--- config.mk ---
export PLATFORM = sky130hd
export DESIGN_NAME = lab3_mem_blocking_cache_2way_flat
export DESIGN_NICKNAME = d
export VERILOG_FILES = /design/src/rtl/lab3_mem_blocking_cache_2way_if.sv /design/src/rtl/lab3_mem_blocking_cache_2way.sv /design/src/flat_wrapper.sv
export SDC_FILE = /design/constraint.sdc
export NUM_CORES = 2
export LEC_CHECK = 0
export BUFFER_PORTS_ARGS = -buffer_cell sky130_fd_sc_hd__buf_2
export CAP_MARGIN = 0
export CORE_UTILIZATION = 27
export CTS_BUF_LIST = sky130_fd_sc_hd__clkbuf_4 sky130_fd_sc_hd__clkbuf_8
export DETAILED_ROUTE_END_ITERATION = 8
export SYNTH_ARGS = -nofsm -noshare
export SYNTH_HDL_FRONTEND = slang
export SYNTH_SLANG_ARGS = --single-unit
export TNS_END_PERCENT = 30
--- constraint.sdc ---
create_clock -name clk -period 14.2 [get_ports clk]
set_input_delay 0.71 -clock clk [delete_from_list [all_inputs] [get_ports clk]]
set_output_delay 0.71 -clock clk [all_outputs]
set_load 0.01 [all_outputs]
--- src/rtl/lab3_mem_blocking_cache_2way_if.sv ---
// Message types and the bundled cache/memory handshake interface.
// slave = cache side, master = processor and memory side.
package lab3_mem_pkg;
  typedef struct packed {
    logic [2:0]  type_;
    logic [7:0]  opaque;
    logic [31:0] addr;
    logic [1:0]  len;
    logic [31:0] data;
  } mem_req_4B_t;

  typedef struct packed {
    logic [2:0]  type_;
    logic [7:0]  opaque;
    logic [1:0]  test;
    logic [1:0]  len;
    logic [31:0] data;
  } mem_resp_4B_t;

  typedef struct packed {
    logic [2:0]   type_;
    logic [7:0]   opaque;
    logic [31:0]  addr;
    logic [3:0]   len;
    logic [127:0] data;
  } mem_req_16B_t;

  typedef struct packed {
    logic [2:0]   type_;
    logic [7:0]   opaque;
    logic [1:0]   test;
    logic [3:0]   len;
    logic [127:0] data;
  } mem_resp_16B_t;
endpackage

interface lab3_mem_blocking_cache_2way_if;
  import lab3_mem_pkg::*;

  logic          cachereq_val;
  logic          cachereq_rdy;
  mem_req_4B_t   cachereq_msg;
  logic          cacheresp_val;
  logic          cacheresp_rdy;
  mem_resp_4B_t  cacheresp_msg;
  logic          memreq_val;
  logic          memreq_rdy;
  mem_req_16B_t  memreq_msg;
  logic          memresp_val;
  logic          memresp_rdy;
  mem_resp_16B_t memresp_msg;

  modport slave (
    input  cachereq_val, cachereq_msg,
    output cachereq_rdy,
    output cacheresp_val, cacheresp_msg,
    input  cacheresp_rdy,
    output memreq_val, memreq_msg,
    input  memreq_rdy,
    input  memresp_val, memresp_msg,
    output memresp_rdy
  );

  modport master (
    output cachereq_val, cachereq_msg,
    input  cachereq_rdy,
    input  cacheresp_val, cacheresp_msg,
    output cacheresp_rdy,
    input  memreq_val, memreq_msg,
    output memreq_rdy,
    output memresp_val, memresp_msg,
    input  memresp_rdy
  );
endinterface

--- src/rtl/lab3_mem_blocking_cache_2way.sv ---
// Two-way set-associative write-back write-allocate blocking cache.
// Ports: clk, reset (sync, high), bus (cache req/resp + 16B mem req/resp).
module lab3_mem_blocking_cache_2way
  import lab3_mem_pkg::*;
#(
  parameter int p_num_sets  = 8,
  parameter int p_idx_shamt = 0
) (
  input logic clk,
  input logic reset,
  lab3_mem_blocking_cache_2way_if.slave bus
);
  localparam int IW = $clog2(p_num_sets);

  typedef enum logic [3:0] {
    S_IDLE, S_TC, S_IN, S_RD, S_WD, S_EP,
    S_ER, S_EW, S_RR, S_RW, S_RU, S_WAIT
  } state_t;

  state_t state, state_n;

  logic [27:0]  tag_a  [2][p_num_sets];
  logic [127:0] data_a [2][p_num_sets];
  logic [p_num_sets-1:0] val_a [2];
  logic [p_num_sets-1:0] dty_a [2];
  logic [p_num_sets-1:0] lru;

  logic [2:0]   r_type;
  logic [7:0]   r_opq;
  logic [31:0]  r_addr;
  logic [31:0]  r_data;
  logic         r_way;
  logic         r_test;
  logic [31:0]  r_word;
  logic [31:0]  ev_addr;
  logic [127:0] ev_line;
  logic [127:0] fill;

  logic [IW-1:0] idx;
  logic [27:0]   ltag;
  logic [1:0]    wsel;
  logic          is_wr, is_in;
  logic          hit0, hit1, hit;
  logic          victim, tc_way;
  logic [127:0]  cur_line, wmask, merged;

  assign idx   = r_addr[4+p_idx_shamt +: IW];
  assign ltag  = r_addr[31:4];
  assign wsel  = r_addr[3:2];
  assign is_wr = (r_type == 3'd1);
  assign is_in = (r_type == 3'd2);

  assign hit0 = val_a[0][idx] && (tag_a[0][idx] == ltag);
  assign hit1 = val_a[1][idx] && (tag_a[1][idx] == ltag);
  assign hit  = hit0 || hit1;

  // Fill an empty way before displacing anything.
  always_comb begin
    victim = lru[idx];
    if (!val_a[0][idx])      victim = 1'b0;
    else if (!val_a[1][idx]) victim = 1'b1;
  end

  assign tc_way   = hit ? hit1 : victim;
  assign cur_line = data_a[r_way][idx];

  always_comb begin
    wmask = '0;
    wmask[{wsel, 5'b0} +: 32] = '1;
  end

  assign merged = (cur_line & ~wmask) | ({4{r_data}} & wmask);

  logic req_rdy, resp_val, mreq_val, mresp_rdy;

  always_comb begin
    state_n   = state;
    req_rdy   = 1'b0;
    resp_val  = 1'b0;
    mreq_val  = 1'b0;
    mresp_rdy = 1'b0;
    unique case (state)
      S_IDLE: begin
        req_rdy = 1'b1;
        if (bus.cachereq_val) state_n = S_TC;
      end
      S_TC: begin
        if (is_in)             state_n = S_IN;
        else if (hit)          state_n = is_wr ? S_WD : S_RD;
        else if (dty_a[victim][idx]) state_n = S_EP;
        else                   state_n = S_RR;
      end
      S_IN, S_RD, S_WD: state_n = S_WAIT;
      S_EP: state_n = S_ER;
      S_ER: begin
        mreq_val = 1'b1;
        if (bus.memreq_rdy) state_n = S_EW;
      end
      S_EW: begin
        mresp_rdy = 1'b1;
        if (bus.memresp_val) state_n = S_RR;
      end
      S_RR: begin
        mreq_val = 1'b1;
        if (bus.memreq_rdy) state_n = S_RW;
      end
      S_RW: begin
        mresp_rdy = 1'b1;
        if (bus.memresp_val) state_n = S_RU;
      end
      S_RU: state_n = is_wr ? S_WD : S_RD;
      S_WAIT: begin
        resp_val = 1'b1;
        if (bus.cacheresp_rdy) state_n = S_IDLE;
      end
      default: state_n = S_IDLE;
    endcase
  end

  mem_req_16B_t mreq;
  mem_resp_4B_t cresp;

  always_comb begin
    mreq = '0;
    if (state == S_ER) begin
      mreq.type_ = 3'd1;
      mreq.addr  = ev_addr;
      mreq.data  = ev_line;
    end
    if (state == S_RR) mreq.addr = {ltag, 4'h0};
  end

  always_comb begin
    cresp = '0;
    if (state == S_WAIT) begin
      cresp.type_  = r_type;
      cresp.opaque = r_opq;
      cresp.test   = {1'b0, r_test};
      cresp.data   = r_word;
    end
  end

  // Reset forces every output quiet, whatever state was left behind.
  assign bus.cachereq_rdy  = req_rdy && !reset;
  assign bus.cacheresp_val = resp_val && !reset;
  assign bus.memreq_val    = mreq_val && !reset;
  assign bus.memresp_rdy   = mresp_rdy && !reset;
  assign bus.memreq_msg    = reset ? '0 : mreq;
  assign bus.cacheresp_msg = reset ? '0 : cresp;

  always_ff @(posedge clk) begin
    if (reset) begin
      state    <= S_IDLE;
      val_a[0] <= '0;
      val_a[1] <= '0;
      dty_a[0] <= '0;
      dty_a[1] <= '0;
      lru      <= '0;
    end else begin
      state <= state_n;
      unique case (state)
        S_IN: begin
          val_a[r_way][idx] <= 1'b1;
          dty_a[r_way][idx] <= 1'b0;
          lru[idx]          <= ~r_way;
        end
        S_RD: lru[idx] <= ~r_way;
        S_WD: begin
          dty_a[r_way][idx] <= 1'b1;
          lru[idx]          <= ~r_way;
        end
        S_RU: begin
          val_a[r_way][idx] <= 1'b1;
          dty_a[r_way][idx] <= 1'b0;
        end
        default: ;
      endcase
    end
  end

  always_ff @(posedge clk) begin
    unique case (state)
      S_IDLE: if (bus.cachereq_val) begin
        r_type <= bus.cachereq_msg.type_;
        r_opq  <= bus.cachereq_msg.opaque;
        r_addr <= bus.cachereq_msg.addr;
        r_data <= bus.cachereq_msg.data;
        r_word <= '0;
      end
      S_TC: begin
        r_way  <= tc_way;
        r_test <= hit && !is_in;
      end
      S_IN: begin
        tag_a[r_way][idx]  <= ltag;
        data_a[r_way][idx] <= merged;
      end
      S_RD: r_word <= cur_line[{wsel, 5'b0} +: 32];
      S_WD: data_a[r_way][idx] <= merged;
      S_EP: begin
        ev_line <= cur_line;
        ev_addr <= {tag_a[r_way][idx], 4'h0};
      end
      S_RW: if (bus.memresp_val) fill <= bus.memresp_msg.data;
      S_RU: begin
        tag_a[r_way][idx]  <= ltag;
        data_a[r_way][idx] <= fill;
      end
      default: ;
    endcase
  end

  logic unused_bits;
  assign unused_bits = ^{bus.cachereq_msg.len, bus.memresp_msg.type_,
                         bus.memresp_msg.opaque, bus.memresp_msg.test,
                         bus.memresp_msg.len, r_addr[1:0]};
endmodule

--- src/flat_wrapper.sv ---
// flat-port wrapper written by rule: the top's interface ports become plain ports
module lab3_mem_blocking_cache_2way_flat import lab3_mem_pkg::*;
#(
  parameter int p_num_sets  = 8,
  parameter int p_idx_shamt = 0
)
  (clk, reset, bus_cachereq_val, bus_cachereq_msg, bus_cachereq_rdy, bus_cacheresp_val, bus_cacheresp_msg, bus_cacheresp_rdy, bus_memreq_val, bus_memreq_msg, bus_memreq_rdy, bus_memresp_val, bus_memresp_msg, bus_memresp_rdy);
  lab3_mem_blocking_cache_2way_if bus_i ();
  input logic clk;
  input logic reset;
  input wire logic [$bits(bus_i.cachereq_val)-1:0] bus_cachereq_val;
  input wire logic [$bits(bus_i.cachereq_msg)-1:0] bus_cachereq_msg;
  output wire logic [$bits(bus_i.cachereq_rdy)-1:0] bus_cachereq_rdy;
  output wire logic [$bits(bus_i.cacheresp_val)-1:0] bus_cacheresp_val;
  output wire logic [$bits(bus_i.cacheresp_msg)-1:0] bus_cacheresp_msg;
  input wire logic [$bits(bus_i.cacheresp_rdy)-1:0] bus_cacheresp_rdy;
  output wire logic [$bits(bus_i.memreq_val)-1:0] bus_memreq_val;
  output wire logic [$bits(bus_i.memreq_msg)-1:0] bus_memreq_msg;
  input wire logic [$bits(bus_i.memreq_rdy)-1:0] bus_memreq_rdy;
  input wire logic [$bits(bus_i.memresp_val)-1:0] bus_memresp_val;
  input wire logic [$bits(bus_i.memresp_msg)-1:0] bus_memresp_msg;
  output wire logic [$bits(bus_i.memresp_rdy)-1:0] bus_memresp_rdy;
  assign bus_i.cachereq_val = bus_cachereq_val;
  assign bus_i.cachereq_msg = bus_cachereq_msg;
  assign bus_cachereq_rdy = bus_i.cachereq_rdy;
  assign bus_cacheresp_val = bus_i.cacheresp_val;
  assign bus_cacheresp_msg = bus_i.cacheresp_msg;
  assign bus_i.cacheresp_rdy = bus_cacheresp_rdy;
  assign bus_memreq_val = bus_i.memreq_val;
  assign bus_memreq_msg = bus_i.memreq_msg;
  assign bus_i.memreq_rdy = bus_memreq_rdy;
  assign bus_i.memresp_val = bus_memresp_val;
  assign bus_i.memresp_msg = bus_memresp_msg;
  assign bus_memresp_rdy = bus_i.memresp_rdy;
  lab3_mem_blocking_cache_2way #(.p_num_sets(p_num_sets), .p_idx_shamt(p_idx_shamt)) u_core (.clk(clk), .reset(reset), .bus(bus_i));
endmodule
# == Yosys cells after proc, flatten, opt, wreduce, memory -nomap -nowiden ==
# Memories as Yosys holds them, arrays and structs flattened. A register that Yosys moved wholly into a read port is not among the register bits.
# Cells that the tools add are included.
# word_totals
mem_bits_rw,2528
n_memories,4
out_inout_bits,226
ff_bits,405
in_bits,228
# classes
n_addsub,1
n_bitwise,2303
muxes,2375
n_shift,3
eq_ne,21
n_lt_le_gt_ge,4
n_reduce_logical,23
# mem_list
name,depth,width,rd,rd_clocked_by_memory_dff,wr,line,source
u_core.data_a,2,1024,1,1,1,lab3_mem_blocking_cache_2way.sv:23,logic [127:0] data_a [2][p_num_sets];
u_core.tag_a,2,224,3,1,1,lab3_mem_blocking_cache_2way.sv:22,logic [27:0] tag_a [2][p_num_sets];
u_core.dty_a,2,8,1,0,2,lab3_mem_blocking_cache_2way.sv:25,logic [p_num_sets-1:0] dty_a [2];
u_core.val_a,2,8,2,0,2,lab3_mem_blocking_cache_2way.sv:24,logic [p_num_sets-1:0] val_a [2];
# ops
cell,n
$mux W1024,3
$mux W1,2321
$or A1 B1 Y1,2296
$mux W128,4
$mux W224,2
$and A128 B128 Y128,3
$bmux W128 S3,1
$demux W128 S3,1
$bmux W28 S3,3
$mux W28,7
$mux W173,1
$mux W32,4
$not A128 Y128,1
$or A128 B128 Y128,1
$shift A32 B9 Y128 const A,1
$shiftx A128 B8 Y32,1
$shiftx A32 B9 Y128 const A,1
$demux W28 S3,1
$pmux W32 S2,1
$eq A28 B28 Y1,2
$mux W8,7
$mux W47,1
$pmux W4 S10,1
$mux W4,9
29 further kinds,57

# == Longest topological paths before layout ==
# An unclocked memory read counts as a cell.
# depth
ltp_word,12
depth_mapped,15
depth_no_buf,9

# == Least setup slack after synthesis ==
# Ideal clock, no wire load.
# synth_timing
kind,register to register
startpoint,register u_core.r_addr[5]
endpoint,memory u_core.dty_a[1][0] (enable)
stages_incl_launch_ff,12
required_ns,13.882
period_less_slack_ns,8.383
slack_ns,5.817
n_path_buf,7
arrival_time_ns,8.065
cell_sequence,edfxtp_1 > buf_6 > buf_12 > buf_6 > nor2_2 > nand2_1 > buf_2 > buf_2 > buf_1 > buf_1 > nor2_1 > or2_2
# synth_rtl
element,line,source
"start, declared",lab3_mem_blocking_cache_2way.sv:30,logic [31:0] r_addr;
"start signal, assigned",lab3_mem_blocking_cache_2way.sv:186,r_addr <= bus.cachereq_msg.addr;
"end, declared",lab3_mem_blocking_cache_2way.sv:25,

# == Final worst setup path ==
# layout_timing
startpoint,register u_core.r_addr[4]
endpoint,memory u_core.data_a[1][931] in the netlist's numbering (data pin)
# layout_between
elab_chain_len,8
word_cells_on_any_way,14
classes_between,2 x order compare; 8 x mux; 3 x bitwise; 1 x reduce/logical
# layout_lines
element,line,source
$not A3 Y4 (not written as such),lab3_mem_blocking_cache_2way.sv:65,assign cur_line = data_a[r_way][idx];
$bmux W128 S3,lab3_mem_blocking_cache_2way.sv:65,
$mux W128 (not written as such) (2 in a row),lab3_mem_blocking_cache_2way.sv:65,
via u_core.cur_line[35],lab3_mem_blocking_cache_2way.sv:45,"logic [127:0] cur_line, wmask, merged;"
$and A128 B128 Y128,lab3_mem_blocking_cache_2way.sv:72,assign merged = (cur_line & ~wmask) | ({4{r_data}} & wmask);
$or A128 B128 Y128,lab3_mem_blocking_cache_2way.sv:72,
$mux W1 (no source line) (2 in a row),--,
"end, declared",lab3_mem_blocking_cache_2way.sv:23,
# The timed path passes the listed nets, and every way through them passes these cells. The select of a mux whose other input is x is not followed.

==> flow_summary.json <==
{
  "status": "finished with violations",
  "violations": "max-capacitance violations, max-slew violations",
  "critPathRequiredTime_ns": 15.05,
  "ys_async_sr_fraction_pct": 0,
  "final_cell_mix": "edfxtp_1 (2903), nand2_1 (958), o21ai_0 (810)",
  "r2r_cells": 9,
  "syn-cell-area_sq_um": 127900,
  "clk_latency_ns": 1.14,
  "core_sq_um": 471400,
  "min_path_cells": 1,
  "grt_pass1_wl_microns": 625700,
  "synth_warnings": 0,
  "firstDrtPassIters": 8,
  "via_count": 81030,
  "cp-start-kind": "register",
  "clockBufferDepth": 4,
  "post_cts_resized": 0,
  "rsz0062_at_grt": "no",
  "p_leak_nw": 47.59,
  "vias_per_cell": 5.245,
  "drv_slew": 4,
  "routedWlPerCell_microns": 29.68,
  "period_share_pct": 40.64,
  "fill_cells": 46010,
  "skew_ns": 0.1489,
  "avgSynthCellArea_sq_um": 15.58,
  "path_max_fanout": 99,
  "antenna_found_initial": 108,
  "cellPowerDensity_nw_per_um2": 179.4,
  "synth_largest_area_cell": "edfxtp_1",
  "crit_type": "reg2reg",
  "synth_cells": 8209,
  "cts_tree": "yes",
  "post-route-drc-count": 0,
  "synth_area_leaders": "edfxtp_1 (68%), mux4_2 (7.7%), mux2i_1 (5.8%)",
  "drive_gt1_share_pct": 24.31,
  "fp-row-count": 252,
  "crit_path_end_kind": "register",
  "setup_viol": 0,
  "drt_first_iter_violations": 11830,
  "clk_pin_slew_ns": 0.06,
  "numPortBuffers": 411,
  "mostFrequentLayoutCell": "edfxtp_1",
  "hp-class": "in2reg",
  "die-area_sq_um": 476500,
  "worst-endpoint-arrival_ns": 6.62,
  "die_h_microns": 690.3,
  "hold_violations": 0,
  "gr-total-overflow": 0,
  "netlist.area_leader.share_pct": 68.16,
  "place_inst": 14410,
  "yosys_register_bits": 2932,
  "tightest_slew_ns": 1.526,
  "synthDistinctLibCells": 89,
  "vdd_drop_max_mv": 0.1520,
  "areaGrowthSynthToFinish_pct": 15.50,
  "ys_seq_area_share_pct": 68.61,
  "die_w_microns": 690.3,
  "hpwl_microns": 265200,
  "ys.flop_type": "edfxtp_1",
  "max_freq_ghz": 0.1733,
  "grt_max_degree": 159,
  "gp_congestion": 0.8053,
  "fin_crit_ns": 5.771,
  "start_util_pct": 27.13,
  "cap_violations": 1,
  "maxSlewHeadroom_pct": -2.839,
  "finalNonFillerCells": 15450,
  "cts_made_buffers": 448,
  "clk_root_buffer_cell": "clkbuf_8",
  "ant_nets": 0,
  "wirelength_microns": 458600,
  "synth_edf_count": 2903,
  "h-tree-depth": 5,
  "pin_count": 454,
  "final_net_count": 9060,
  "finalSetupTns_ns": 0,
  "track_usage_pct": 18.48,
  "cts.sinks": 2932,
  "first_global_vias": 77690
}
[Yosys cell counts, types with 15 or more instances]
library cell     n
edfxtp_1      2903
nand2_1        967
o21ai_0        824
mux2i_1        746
mux4_2         440
mux2_2         348
o22ai_1        294
clkbuf_1       279
nor2_1         182
and2_1         178
buf_2          167
a21oi_1        139
buf_1          117
buf_4           76
inv_1           68
nor3_1          34
a22oi_1         33
dfxtp_1         29
or3_1           29
xnor2_1         25
nor2b_1         24
or2_2           22
xor2_1          18
a221o_1         16
nor4_1          15
[stage by stage]
step | power (mW) | area [sq um] | utilization, % | worst slack [ns] | hold WS [ns]
2_1_floorplan | 16.53 | 128000 | - | 5.817 | 0.4316
3_3_place_gp | 19.31 | 137100 | 29.08 | 8.569 | 0.4462
3_5_place_dp | 19.46 | 137100 | 29.08 | 8.562 | 0.4542
4_1_cts | 26.45 | 147600 | 31.30 | 8.523 | 0.009963
5_1_grt | 27.35 | 147600 | 31.32 | 8.292 | 0.04871
6_report | 26.49 | 147700 | 31.34 | 8.429 | 0.09731
[registers in the layout (all words and copies together) (netlist names), 28 cells and up, named ones only]
name / cells
u_core.tag_a: 448
u_core.data_a: 2048
u_core.r_data: 32
u_core.fill: 128
u_core.r_addr: 30
u_core.ev_addr: 28
u_core.ev_line: 128
u_core.r_word: 32
[kinds of logic (layout without fill, tap and decap cells)]
kind of cell              after synthesis  count (layout)  share of synthesized area, %
AOI/OAI and AO/OA                    1402            1402                         6.147
xor gates and xnor gates               43              43                        0.2945
buffers and inverters                 741            1672                         2.741
DFF                                  2932            2932                         68.61
muxes                                1548            1548                         16.81
other                                   1              88                      0.002932
and+or+nand+nor                      1542            1542                         5.388
[final cells by class]
type                       count  area [sq um]  share of cell area [%]
tap                         6223          7786                   5.271
clock buffer                 608          7417                   5.021
inverter                      71         276.5                  0.1872
clock inverter               170          1135                  0.7682
timing repair buffer         823          5948                   4.027
antenna                       67         167.7                  0.1135
multi-input combinational   4556         37230                   25.20
sequential                  2932         87760                   59.41
[report_power, final]
group	switching (mW)	total, mW	leakage [nW]	internal, mW
clock network	3.41	7.02	4.54	3.60
registers	0.409	11.6	26.5	11.2
logic	5.10	7.86	16.6	2.77
[repair_timing]
item,CTS,global route
hold buffers,194,0
setup buffers,0,0
hold endpoints to repair,194,0
[final timing paths]
kind / end / start / slack [ns]
min reg2reg: u_core.val_a[0][0] / u_core.val_a[0][0] / 0.47
max reg2reg: u_core.data_a[1][931] / u_core.r_addr[4] / 8.43
max: u_core.data_a[1][931] / u_core.r_addr[4] / 8.43
min: u_core.fill[19] / bus_memresp_msg[19] / 0.1
[routing by layer]
layer	GRT usage [%]	share of wire, %	vias up	routed length [microns]
li1	-	-	33190	-
met1	25.20	39	41910	180000
met2	28.87	46	5090	208700
met3	3.811	11	821	50620
met4	7.192	4.2	22	19100
met5	0	0.032	-	147
[worst max-delay path: stages, from the launching register on]
cell      delay [ns]
edfxtp_1        0.32
buf_4           0.42
buf_4           0.66
buf_4           0.68
buf_12          0.59
mux4_2          0.38
mux2i_1         0.07
o21ai_0         1.19
mux2i_1         0.60
o21ai_0         0.42
Note: power is estimated with default switching activity, not from simulation.
